<file path="src/rtl/rvfi_cmp_pkg.sv">
// rvfi_cmp_pkg
// Shared types and constants for the RVFI retirement comparator.
// One retirement is held as a packed struct. PC and rd write data are
// stored at CMP_MAX_XLEN bits, so the same entry type serves both 32-
// and 64-bit cores. Narrower values are zero-extended on the way in.
package rvfi_cmp_pkg;

  localparam int CMP_MAX_XLEN = 64;
  localparam int CMP_FIELDS   = 6;

  localparam int CMP_ORDER_BIT = 0;
  localparam int CMP_PC_BIT    = 1;
  localparam int CMP_INSN_BIT  = 2;
  localparam int CMP_TRAP_BIT  = 3;
  localparam int CMP_RD_BIT    = 4;
  localparam int CMP_WDATA_BIT = 5;

  typedef struct packed {
    logic [63:0]             order;
    logic [CMP_MAX_XLEN-1:0] pc;
    logic [31:0]             insn;
    logic                    trap;
    logic [4:0]              rd_addr;
    logic [CMP_MAX_XLEN-1:0] rd_wdata;
  } rvfi_cmp_entry_t;

  localparam int CMP_ENTRY_W = $bits(rvfi_cmp_entry_t);

  // Per-field mismatch mask. A write to x0 carries no architectural
  // data, so rd_wdata only counts when both sides name a real register.
  function automatic logic [CMP_FIELDS-1:0] cmp_fields(input rvfi_cmp_entry_t a,
                                                       input rvfi_cmp_entry_t b);
    logic [CMP_FIELDS-1:0] m;
    m                = '0;
    m[CMP_ORDER_BIT] = (a.order   != b.order);
    m[CMP_PC_BIT]    = (a.pc      != b.pc);
    m[CMP_INSN_BIT]  = (a.insn    != b.insn);
    m[CMP_TRAP_BIT]  = (a.trap    != b.trap);
    m[CMP_RD_BIT]    = (a.rd_addr != b.rd_addr);
    m[CMP_WDATA_BIT] = (a.rd_addr != 5'd0) && (b.rd_addr != 5'd0) &&
                       (a.rd_wdata != b.rd_wdata);
    return m;
  endfunction

endpackage

</file>
<file path="src/rtl/rvfi_cmp_fifo.sv">
// rvfi_cmp_fifo
// Synchronous FIFO that buffers DUT retirements until the reference
// model retires the matching instruction. The head is read
// combinationally, so a pop consumes the entry visible in the same cycle.
// A push into a full FIFO is accepted only when a pop happens in the same
// cycle. In that case the write lands in the slot that the pop is freeing.
module rvfi_cmp_fifo
  import rvfi_cmp_pkg::*;
#(
  parameter int DEPTH = 8
) (
  input  logic                        i_clk,
  input  logic                        i_rst,
  input  logic                        i_push,
  input  logic [CMP_ENTRY_W-1:0]      i_push_data,
  input  logic                        i_pop,
  output logic [CMP_ENTRY_W-1:0]      o_head,
  output logic                        o_full,
  output logic                        o_empty,
  output logic [$clog2(DEPTH):0]      o_count
);

  localparam int PTR_W = $clog2(DEPTH);
  localparam int CNT_W = PTR_W + 1;

  logic [CMP_ENTRY_W-1:0] r_mem [DEPTH];
  logic [PTR_W-1:0]       r_wr_ptr;
  logic [PTR_W-1:0]       r_rd_ptr;
  logic [CNT_W-1:0]       r_count;

  logic w_full;
  logic w_empty;
  logic w_do_push;
  logic w_do_pop;

  assign w_full    = (r_count == CNT_W'(DEPTH));
  assign w_empty   = (r_count == '0);
  assign w_do_pop  = i_pop & ~w_empty;
  assign w_do_push = i_push & (~w_full | w_do_pop);

  // Storage array: written on an accepted push. It has no reset because
  // the pointers and count decide which entries are valid.
  always_ff @(posedge i_clk) begin
    if (w_do_push) begin
      r_mem[r_wr_ptr] <= i_push_data;
    end
  end

  // Pointers and occupancy. The pointers wrap naturally at DEPTH.
  always_ff @(posedge i_clk) begin
    if (i_rst) begin
      r_wr_ptr <= '0;
      r_rd_ptr <= '0;
      r_count  <= '0;
    end else begin
      if (w_do_push) r_wr_ptr <= r_wr_ptr + 1'b1;
      if (w_do_pop)  r_rd_ptr <= r_rd_ptr + 1'b1;
      case ({w_do_push, w_do_pop})
        2'b10:   r_count <= r_count + 1'b1;
        2'b01:   r_count <= r_count - 1'b1;
        default: r_count <= r_count;
      endcase
    end
  end

  assign o_head  = r_mem[r_rd_ptr];
  assign o_full  = w_full;
  assign o_empty = w_empty;
  assign o_count = r_count;

endmodule

</file>
<file path="src/rtl/rvfi_retire_compare.sv">
// rvfi_retire_compare
// In-order comparator between DUT RVFI retirements and the reference
// model. DUT retirements are buffered. Each reference retirement is
// checked against the oldest buffered one, or against the DUT retirement
// in the same cycle when the buffer is empty. Results, counters and
// sticky protocol errors are registered.
// Optional feature: define RVFI_CMP_TIMEOUT_EN to enable the head-of-queue
// timeout watchdog that drives err_timeout_o.
module rvfi_retire_compare
  import rvfi_cmp_pkg::*;
#(
  parameter int XLEN    = 32,
  parameter int DEPTH   = 8,
  parameter int TIMEOUT = 1024
) (
  input  logic                     clk_i,
  input  logic                     rst_i,
  input  logic                     dut_valid_i,
  input  logic [63:0]              dut_order_i,
  input  logic [XLEN-1:0]          dut_pc_i,
  input  logic [31:0]              dut_insn_i,
  input  logic                     dut_trap_i,
  input  logic [4:0]               dut_rd_addr_i,
  input  logic [XLEN-1:0]          dut_rd_wdata_i,
  input  logic                     ref_valid_i,
  input  logic [63:0]              ref_order_i,
  input  logic [XLEN-1:0]          ref_pc_i,
  input  logic [31:0]              ref_insn_i,
  input  logic                     ref_trap_i,
  input  logic [4:0]               ref_rd_addr_i,
  input  logic [XLEN-1:0]          ref_rd_wdata_i,
  output logic                     cmp_valid_o,
  output logic                     cmp_match_o,
  output logic [5:0]               cmp_mask_o,
  output logic [63:0]              cmp_order_o,
  output logic [31:0]              match_cnt_o,
  output logic [31:0]              mismatch_cnt_o,
  output logic [$clog2(DEPTH):0]   occupancy_o,
  output logic                     err_overflow_o,
  output logic                     err_spurious_o,
  output logic                     err_timeout_o
);

  rvfi_cmp_entry_t w_dut_entry;
  rvfi_cmp_entry_t w_ref_entry;
  rvfi_cmp_entry_t w_head_entry;
  rvfi_cmp_entry_t w_cmp_src;

  logic [CMP_ENTRY_W-1:0]  w_head_bits;
  logic                    w_fifo_full;
  logic                    w_fifo_empty;
  logic [$clog2(DEPTH):0]  w_fifo_count;

  logic                    w_bypass;
  logic                    w_pop;
  logic                    w_push;
  logic                    w_overflow;
  logic                    w_spurious;
  logic                    w_cmp_fire;
  logic [CMP_FIELDS-1:0]   w_cmp_mask;
  logic                    w_cmp_match;

  logic                    r_cmp_valid;
  logic                    r_cmp_match;
  logic [CMP_FIELDS-1:0]   r_cmp_mask;
  logic [63:0]             r_cmp_order;
  logic [31:0]             r_match_cnt;
  logic [31:0]             r_mismatch_cnt;
  logic                    r_err_overflow;
  logic                    r_err_spurious;

  // Pack both incoming retirements into the common entry layout.
  always_comb begin
    w_dut_entry          = '0;
    w_dut_entry.order    = dut_order_i;
    w_dut_entry.pc       = CMP_MAX_XLEN'(dut_pc_i);
    w_dut_entry.insn     = dut_insn_i;
    w_dut_entry.trap     = dut_trap_i;
    w_dut_entry.rd_addr  = dut_rd_addr_i;
    w_dut_entry.rd_wdata = CMP_MAX_XLEN'(dut_rd_wdata_i);
    w_ref_entry          = '0;
    w_ref_entry.order    = ref_order_i;
    w_ref_entry.pc       = CMP_MAX_XLEN'(ref_pc_i);
    w_ref_entry.insn     = ref_insn_i;
    w_ref_entry.trap     = ref_trap_i;
    w_ref_entry.rd_addr  = ref_rd_addr_i;
    w_ref_entry.rd_wdata = CMP_MAX_XLEN'(ref_rd_wdata_i);
  end

  // Neither side can be stalled, so push, pop, bypass and the error cases
  // are all decided combinationally from this cycle's valids and the
  // FIFO state.
  assign w_bypass   = w_fifo_empty & dut_valid_i & ref_valid_i;
  assign w_pop      = ref_valid_i & ~w_fifo_empty;
  assign w_push     = dut_valid_i & ~w_bypass & (~w_fifo_full | w_pop);
  assign w_overflow = dut_valid_i & w_fifo_full & ~w_pop;
  assign w_spurious = ref_valid_i & w_fifo_empty & ~dut_valid_i;
  assign w_cmp_fire = w_bypass | w_pop;

  assign w_head_entry = w_head_bits;
  assign w_cmp_src    = w_bypass ? w_dut_entry : w_head_entry;
  assign w_cmp_mask   = cmp_fields(w_cmp_src, w_ref_entry);
  assign w_cmp_match  = ~|w_cmp_mask;

  rvfi_cmp_fifo #(
    .DEPTH (DEPTH)
  ) u_fifo (
    .i_clk       (clk_i),
    .i_rst       (rst_i),
    .i_push      (w_push),
    .i_push_data (w_dut_entry),
    .i_pop       (w_pop),
    .o_head      (w_head_bits),
    .o_full      (w_fifo_full),
    .o_empty     (w_fifo_empty),
    .o_count     (w_fifo_count)
  );

  // Register the comparison result. The valid pulse lasts one cycle, and
  // the result fields hold until the next compare.
  always_ff @(posedge clk_i) begin
    if (rst_i) begin
      r_cmp_valid <= 1'b0;
      r_cmp_match <= 1'b0;
      r_cmp_mask  <= '0;
      r_cmp_order <= '0;
    end else begin
      r_cmp_valid <= w_cmp_fire;
      if (w_cmp_fire) begin
        r_cmp_match <= w_cmp_match;
        r_cmp_mask  <= w_cmp_mask;
        r_cmp_order <= w_cmp_src.order;
      end
    end
  end

  // Saturating match and mismatch counters. They update on the same edge
  // that raises cmp_valid_o.
  always_ff @(posedge clk_i) begin
    if (rst_i) begin
      r_match_cnt    <= '0;
      r_mismatch_cnt <= '0;
    end else if (w_cmp_fire) begin
      if (w_cmp_match && (r_match_cnt != 32'hFFFF_FFFF))
        r_match_cnt <= r_match_cnt + 32'd1;
      if (!w_cmp_match && (r_mismatch_cnt != 32'hFFFF_FFFF))
        r_mismatch_cnt <= r_mismatch_cnt + 32'd1;
    end
  end

  // Sticky protocol errors. Only reset clears them.
  always_ff @(posedge clk_i) begin
    if (rst_i) begin
      r_err_overflow <= 1'b0;
      r_err_spurious <= 1'b0;
    end else begin
      if (w_overflow) r_err_overflow <= 1'b1;
      if (w_spurious) r_err_spurious <= 1'b1;
    end
  end

`ifdef RVFI_CMP_TIMEOUT_EN
  localparam int TO_W = $clog2(TIMEOUT + 1);

  logic [TO_W-1:0] r_to_cnt;
  logic            r_err_timeout;

  // Age of the current head. It restarts whenever the head changes or the
  // FIFO drains, and it parks at TIMEOUT until the stuck entry moves.
  always_ff @(posedge clk_i) begin
    if (rst_i) begin
      r_to_cnt <= '0;
    end else if (w_fifo_empty || w_pop) begin
      r_to_cnt <= '0;
    end else if (r_to_cnt != TO_W'(TIMEOUT)) begin
      r_to_cnt <= r_to_cnt + 1'b1;
    end
  end

  // Flag the timeout on the edge after the age counter reaches TIMEOUT.
  always_ff @(posedge clk_i) begin
    if (rst_i) begin
      r_err_timeout <= 1'b0;
    end else if (r_to_cnt == TO_W'(TIMEOUT)) begin
      r_err_timeout <= 1'b1;
    end
  end

  assign err_timeout_o = r_err_timeout;
`else
  assign err_timeout_o = 1'b0;
`endif

  assign cmp_valid_o    = r_cmp_valid;
  assign cmp_match_o    = r_cmp_match;
  assign cmp_mask_o     = r_cmp_mask;
  assign cmp_order_o    = r_cmp_order;
  assign match_cnt_o    = r_match_cnt;
  assign mismatch_cnt_o = r_mismatch_cnt;
  assign occupancy_o    = w_fifo_count;
  assign err_overflow_o = r_err_overflow;
  assign err_spurious_o = r_err_spurious;

endmodule

</file>
<file path="config.mk">
export PLATFORM = sky130hd
export DESIGN_NAME = rvfi_retire_compare
export DESIGN_NICKNAME = d
export VERILOG_FILES = /design/src/rtl/rvfi_cmp_pkg.sv /design/src/rtl/rvfi_cmp_fifo.sv /design/src/rtl/rvfi_retire_compare.sv
export SDC_FILE = /design/constraint.sdc
export NUM_CORES = 2
export LEC_CHECK = 0
export ABC_AREA = 1
export CORE_MARGIN = 3
export CORE_UTILIZATION = 52
export CTS_BUF_LIST = sky130_fd_sc_hd__clkbuf_4
export CTS_CLUSTER_DIAMETER = 80
export CTS_CLUSTER_SIZE = 14
export DETAILED_ROUTE_END_ITERATION = 12
export PLACE_DENSITY = 0.79
export SETUP_SLACK_MARGIN = 0.05
export SYNTH_ARGS = -nofsm -noshare
export SYNTH_HDL_FRONTEND = slang
export SYNTH_HIERARCHICAL = 1
export SYNTH_SLANG_ARGS = --single-unit
</file>
<file path="constraint.sdc">
create_clock -name clk_i -period 16.1 [get_ports clk_i]
set_input_delay 2.415 -clock clk_i [delete_from_list [all_inputs] [get_ports clk_i]]
set_output_delay 2.415 -clock clk_i [all_outputs]
set_load 0.005 [all_outputs]
</file>
# Word level (Yosys, flattened, before mapping)
# Memories as Yosys holds them, arrays and structs flattened. A register that Yosys moved wholly into a read port is not among the register bits.
# Index checks and enable logic that the tools add are counted.
# totals
reg_bits	148
latch_bits	0
ramBits	1328
mem_bits_ro	0
inputBits	336
output_inout_bits	143
word_cells	66
memories	1
# classes
add_sub_neg	6
mul	0
n_div	0
n_lt_le_gt_ge	0
n_eq_ne	11
shift	0
mux	6
bitwise_logic	19
n_reduce_logical	12
# memory_table
name	depth	word_bits	read_ports	rd_clocked_by_memory_dff	wr	line_no	source
u_fifo.r_mem	8	166	1	1	1	rvfi_cmp_fifo.sv:26	logic [CMP_ENTRY_W-1:0] r_mem [DEPTH];
# op_table
op	count
$mux 230	1
$ne 64x32->1	2
$add 32x1->32 const B	2
$ne 32x32->1 const B	2
$ne 64x64->1	1
$ne 32x32->1	1
$and 1x1->1	11
$reduce_bool 5->1	2
$pmux 4 s2	1
$add 3x1->3 const B	2
$mux 3	2
$reduce_or 6->1	1
$ne 5x5->1	1
$not 1->1	5
$add 4x1->4 const B	1
$eq 4x4->1 const B	1
$logic_and 1x1->1	4
$logic_not 4->1	1
$reduce_and 2->1	2
$sub 4x1->4 const B	1
$or 1x1->1	3
$eq 2x1->1 const B	1
$eq 2x2->1 const B	1
$mux 1	2
other kinds (3)	3

# Depth between registers and ports, before layout
# logic_depth
word_depth	11
mapped_depth	26
ltp_nobuf	23

# Hierarchy
# The synthesis kept the hierarchy.
# modules_own_cells
module	n_inst	cells_each	area_per_inst_um2	seq_area_each_um2
rvfi_cmp_fifo	1	4774	71587.4	55513.2
rvfi_retire_compare	1	2452	12788.5	2762.6

# Least setup slack after synthesis
# Ideal clock, no wire load.
# synth_path
kind	input to register
from	in dut_valid_i
to	mem u_fifo/r_mem[0][0] (netlist name) (enable)
setup_ps	825
t_arrival_ps	13221
t_required_ps	15275
setup_slack_ps	2054
cell_stages	11
n_path_buf	4
cell_sequence	buf_4 -> inv_2 -> nor2_4 -> buf_6 -> buf_6 -> buf_6 -> a211oi_1 -> nand2_1 -> inv_1 -> nand2_1 -> nor2_1
# synth_between
elab_chain_cells	8
# synth_rtl
item	line_no	source
start, declared	rvfi_retire_compare.sv:18	input logic dut_valid_i,
$and 1x1->1 (2 in a row)	rvfi_retire_compare.sv:93	assign w_bypass = w_fifo_empty & dut_valid_i & ref_valid_i;
$not 1->1	rvfi_retire_compare.sv:95	assign w_push = dut_valid_i & ~w_bypass & (~w_fifo_full | w_pop);
$and 1x1->1 * (2 in a row)	rvfi_retire_compare.sv:95	
net w_push	rvfi_retire_compare.sv:56	logic w_push;
$and 1x1->1 *	rvfi_cmp_fifo.sv:39	assign w_do_push = i_push & (~w_full | w_do_pop);
$mux 1 *	rvfi_cmp_fifo.sv:44	if (w_do_push) begin
$mux 1 (implied by the code) *	rvfi_cmp_fifo.sv:45	r_mem[r_wr_ptr] <= i_push_data;
end, declared	rvfi_cmp_fifo.sv:26	
# Mark *: on every way through the listed nets, which the timed path passes. The rest lies on a longest branch.

==> results.rst <==
.. list-table::
   :header-rows: 1

   * - Metric
     - Value
   * - Post-layout net count
     - 8403
   * - Pre-antenna DRT Iters
     - 6
   * - Post-CTS Repair Setup Buffers
     - 0
   * - Static leakage
     - 33.97 nW
   * - Measured slew at the worst slew-check pin
     - 1138 ps
   * - Die width
     - 408.8 um
   * - Setup-violating endpoint count in the final report
     - 0
   * - Most common cell after layout, fill and taps aside
     - sky130_fd_sc_hd__edfxtp_1
   * - Number of cells after detailed placement
     - 10060
   * - Maximum level of the CTS H-tree
     - 4
   * - Peak VDD IR
     - 113.9 uV
   * - Int Power
     - 8.491 mW
   * - Switching pwr
     - 4.905 mW
   * - Total negative slack
     - 0 ps
   * - Part of the total power dissipated in sequential elements
     - 47.7%
   * - Setup slack at placement
     - 7570 ps
   * - Core Box Area
     - 0.1609 mm2
   * - CP max stage delay
     - 950 ps
   * - First-pass GRT wire length
     - 325900 um
   * - Most used cells in the layout excluding fill and tap cells
     - sky130_fd_sc_hd__edfxtp_1 (1840), sky130_fd_sc_hd__nand2_1 (1762), sky130_fd_sc_hd__nor2_1 (718)
   * - Proportion of layout cells with a drive suffix above 1
     - 4.323%
   * - DRC viols
     - 0
   * - Total of buffers placed on input and output ports
     - 477
   * - Clock tree from TritonCTS
     - yes
   * - Final non-filler cell area
     - 0.09455 mm2
   * - CTS clk-pin slew, worst paths
     - 160 ps
   * - Register Area
     - 0.05829 mm2
   * - Area added between synthesis and finish
     - 12.06%
   * - Die footprint
     - 0.1671 mm2
   * - Post-Synthesis Cells
     - 7226
   * - Kind of cell adding the most delay to the critical path
     - simple AND/OR/NAND/NOR gates
   * - Slowest stage cell on the critical path
     - sky130_fd_sc_hd__dfxtp_4
   * - Fin Clk Skew
     - 126.2 ps
   * - Final non-filler cell total
     - 10340
   * - DRT iter0 DRCs
     - 6550
   * - Ys Warns
     - 6
   * - Worst hold margin
     - 470.8 ps
   * - Synth Area per Inst
     - 11.68 um2
   * - Die H
     - 408.8 um
   * - Pin count of the biggest net entering global routing
     - 194
   * - Gr ovfl total
     - 0
   * - Setup repair after global routing missed its margin
     - no
   * - Mapped cell area
     - 0.08438 mm2
   * - Initial antenna violation count
     - 38
   * - Cell Chain, Critical Path
     - buf_4 > buf_12 > buf_4 > o22ai_1 > nand2_1 > nand2_1 > nor2_1 > nand2_1 > nor2_1 > nand2_1 > nor2_1 > nor2_1 > nor2_1 > nand2_1 > nor2_1 > nand3_1 > nor2_1 > nand3_2 > nand3_2 > nand2_1 > nand2_1 > nor2_1
   * - Critical Path AT
     - 8570 ps
   * - Highest achievable clock rate
     - 134.7 MHz
   * - Count of flip-flops with a built-in enable after synthesis
     - 1840
   * - Nature of the critical path startpoint
     - register
   * - Final hold viol count
     - 0
   * - Via count
     - 58020
   * - Part of the power in combinational logic
     - 35.6%
   * - Worst endpoint required time
     - 17240 ps
   * - Sequential fraction of the synthesis area
     - 69.07%
   * - Average routed wire per standard cell
     - 20.88 um
   * - Run status
     - completed
   * - Worst setup EP type
     - register
   * - Root Buffer Master
     - sky130_fd_sc_hd__clkbuf_4
   * - Worst setup path class
     - register to register
   * - Main synth FF type
     - sky130_fd_sc_hd__edfxtp_1
   * - Number of gates resized after CTS
     - 0
   * - Starting Density
     - 52.43%
   * - Cts bufs inserted
     - 163
   * - Via count of the first global-routing pass
     - 55980
   * - Hold Path Class
     - register to register
   * - CTS Buffer Depth
     - 3
   * - Half-perimeter wire length after detailed placement
     - 126400 um
   * - Maximum fanout along the worst path
     - 193
   * - Total GRT Usage
     - 25.22%
   * - Register bit total from synthesis
     - 1991
   * - Share of power burned in the clock network
     - 16.7%
   * - Vias/cell
     - 5.609
   * - Skew-Pair Late Insertion Delay
     - 1280 ps
   * - Worst-case headroom to the max-slew limit
     - 24.14%
   * - Boundary pin count
     - 479
   * - Number of buffers inserted by hold repair at cts
     - 0
   * - Cell mode on critical path
     - sky130_fd_sc_hd__nor2_1
   * - Slack of the critical path
     - 8674 ps
   * - Placed standard-cell area
     - 0.09254 mm2
   * - Net switching share of the total power
     - 36.61%
   * - Final RePlAce weighted congestion
     - 0.8652
   * - Post-layout min period
     - 7426 ps
   * - Pwr dens
     - 141.7 mW/mm2
   * - Number of nets with antenna violations after routing
     - 0
   * - Final period utilization
     - 46.12%
   * - Area of the multi-input gates
     - 0.02464 mm2
   * - Fraction of registers with async set or reset after synthesis
     - 0%
   * - Post-detailed-routing wire length
     - 216000 um
   * - Layout filler cell count
     - 12690
   * - Count of maximum capacitance violations
     - 0
   * - Synth unique cells
     - 42
   * - Floorplan row count
     - 147
   * - Worst Path Buf+Inv
     - 3
   * - Clock tree sinks
     - 1991
   * - Final max-slew violation count
     - 0
==> metal layers <==
layer / wire length [um] / share of wire (%) / track usage (%)
met3: 18860 / 8.7 / 4.870
met4: 8318 / 3.9 / 10.74
met2: 103100 / 48 / 40.71
met1: 85700 / 40 / 33.56
met5: 75 / 0.035 / 0
==> flip-flops by register name, summed over array words and instances (netlist names), named ones only <==
register	count
cmp_match_o	1
err_spurious_o	1
cmp_valid_o	1
cmp_order_o	64
cmp_mask_o	6
u_fifo/r_rd_ptr	3
err_overflow_o	1
u_fifo/r_wr_ptr	3
u_fifo/o_count	4
match_cnt_o	32
u_fifo/r_mem	1840
mismatch_cnt_o	32
==> Yosys cell counts, drive strengths merged (56+ instances only) <==
master | instances | area share, %
edfxtp | 1840 | 65
nand2 | 1762 | 7.8
nor2 | 731 | 3.3
o21ai | 555 | 3.3
mux2i | 461 | 5.5
o22ai | 460 | 3.4
inv | 364 | 1.6
clkbuf | 222 | 0.99
nand3 | 190 | 1.2
buf | 175 | 1.4
dfxtp | 151 | 3.6
nand3b | 74 | 0.66
a31oi | 56 | 0.42
==> area by class of cell <==
cell class	count	share of cell area, %
timing repair buffer	554	5.793
tap	2160	2.858
clock buffer	229	1.818
multi-input combinational	4973	26.06
antenna	41	0.1085
clock inverter	19	0.2025
inverter	377	1.517
sequential	1991	61.65
==> path summary, 6_finish.rpt <==
path,startpoint,endpoint,slack [ps],depth (start not counted)
max,register,mismatch_cnt_o[4],8670,22
min,u_fifo/r_rd_ptr[2],register,470,2
max reg2reg,register,mismatch_cnt_o[4],8670,22
min reg2reg,u_fifo/r_rd_ptr[2],register,470,2
==> power by group through the flow <==
stage | combinational, mW | clock (mW) | sequential, mW
after floorplan | 3.37 | 0 | 6.58
after global placement | 4.57 | 0 | 6.49
after detailed placement | 4.71 | 0 | 6.51
after CTS | 4.73 | 2.28 | 6.39
after global routing | 5.27 | 2.48 | 6.43
final | 4.77 | 2.23 | 6.39
==> through the flow <==
step / power (mW) / util, %
final: 13.40 / 58.75
after CTS: 13.40 / 58.69
after detailed placement: 11.22 / 57.50
after floorplan: 9.948 / -
after global routing: 14.19 / 58.73
after global placement: 11.06 / 57.50
==> logic make-up (layout without fill, tap and decap cells) <==
group	count (synthesis)	after routing	share of synthesized area, %
XOR/XNOR	13	13	0.1349
other	1	554	0.004444
adder cells (fa/ha/maj)	7	7	0.1127
multiplexers	461	461	5.469
AND/OR/NAND/NOR	2838	2838	13.53
flip-flops	1991	1991	69.07
buffers and inverters	774	1179	4.090
AO/OA/AOI/OAI	1141	1141	7.597
==> tightest hold or removal path: stages (launching register included) <==
cell and delay [ps]:
sky130_fd_sc_hd__dfxtp_1 340, sky130_fd_sc_hd__inv_1 50, sky130_fd_sc_hd__a21oi_1 60
No activity file was read; power rests on OpenSTA's default activity.
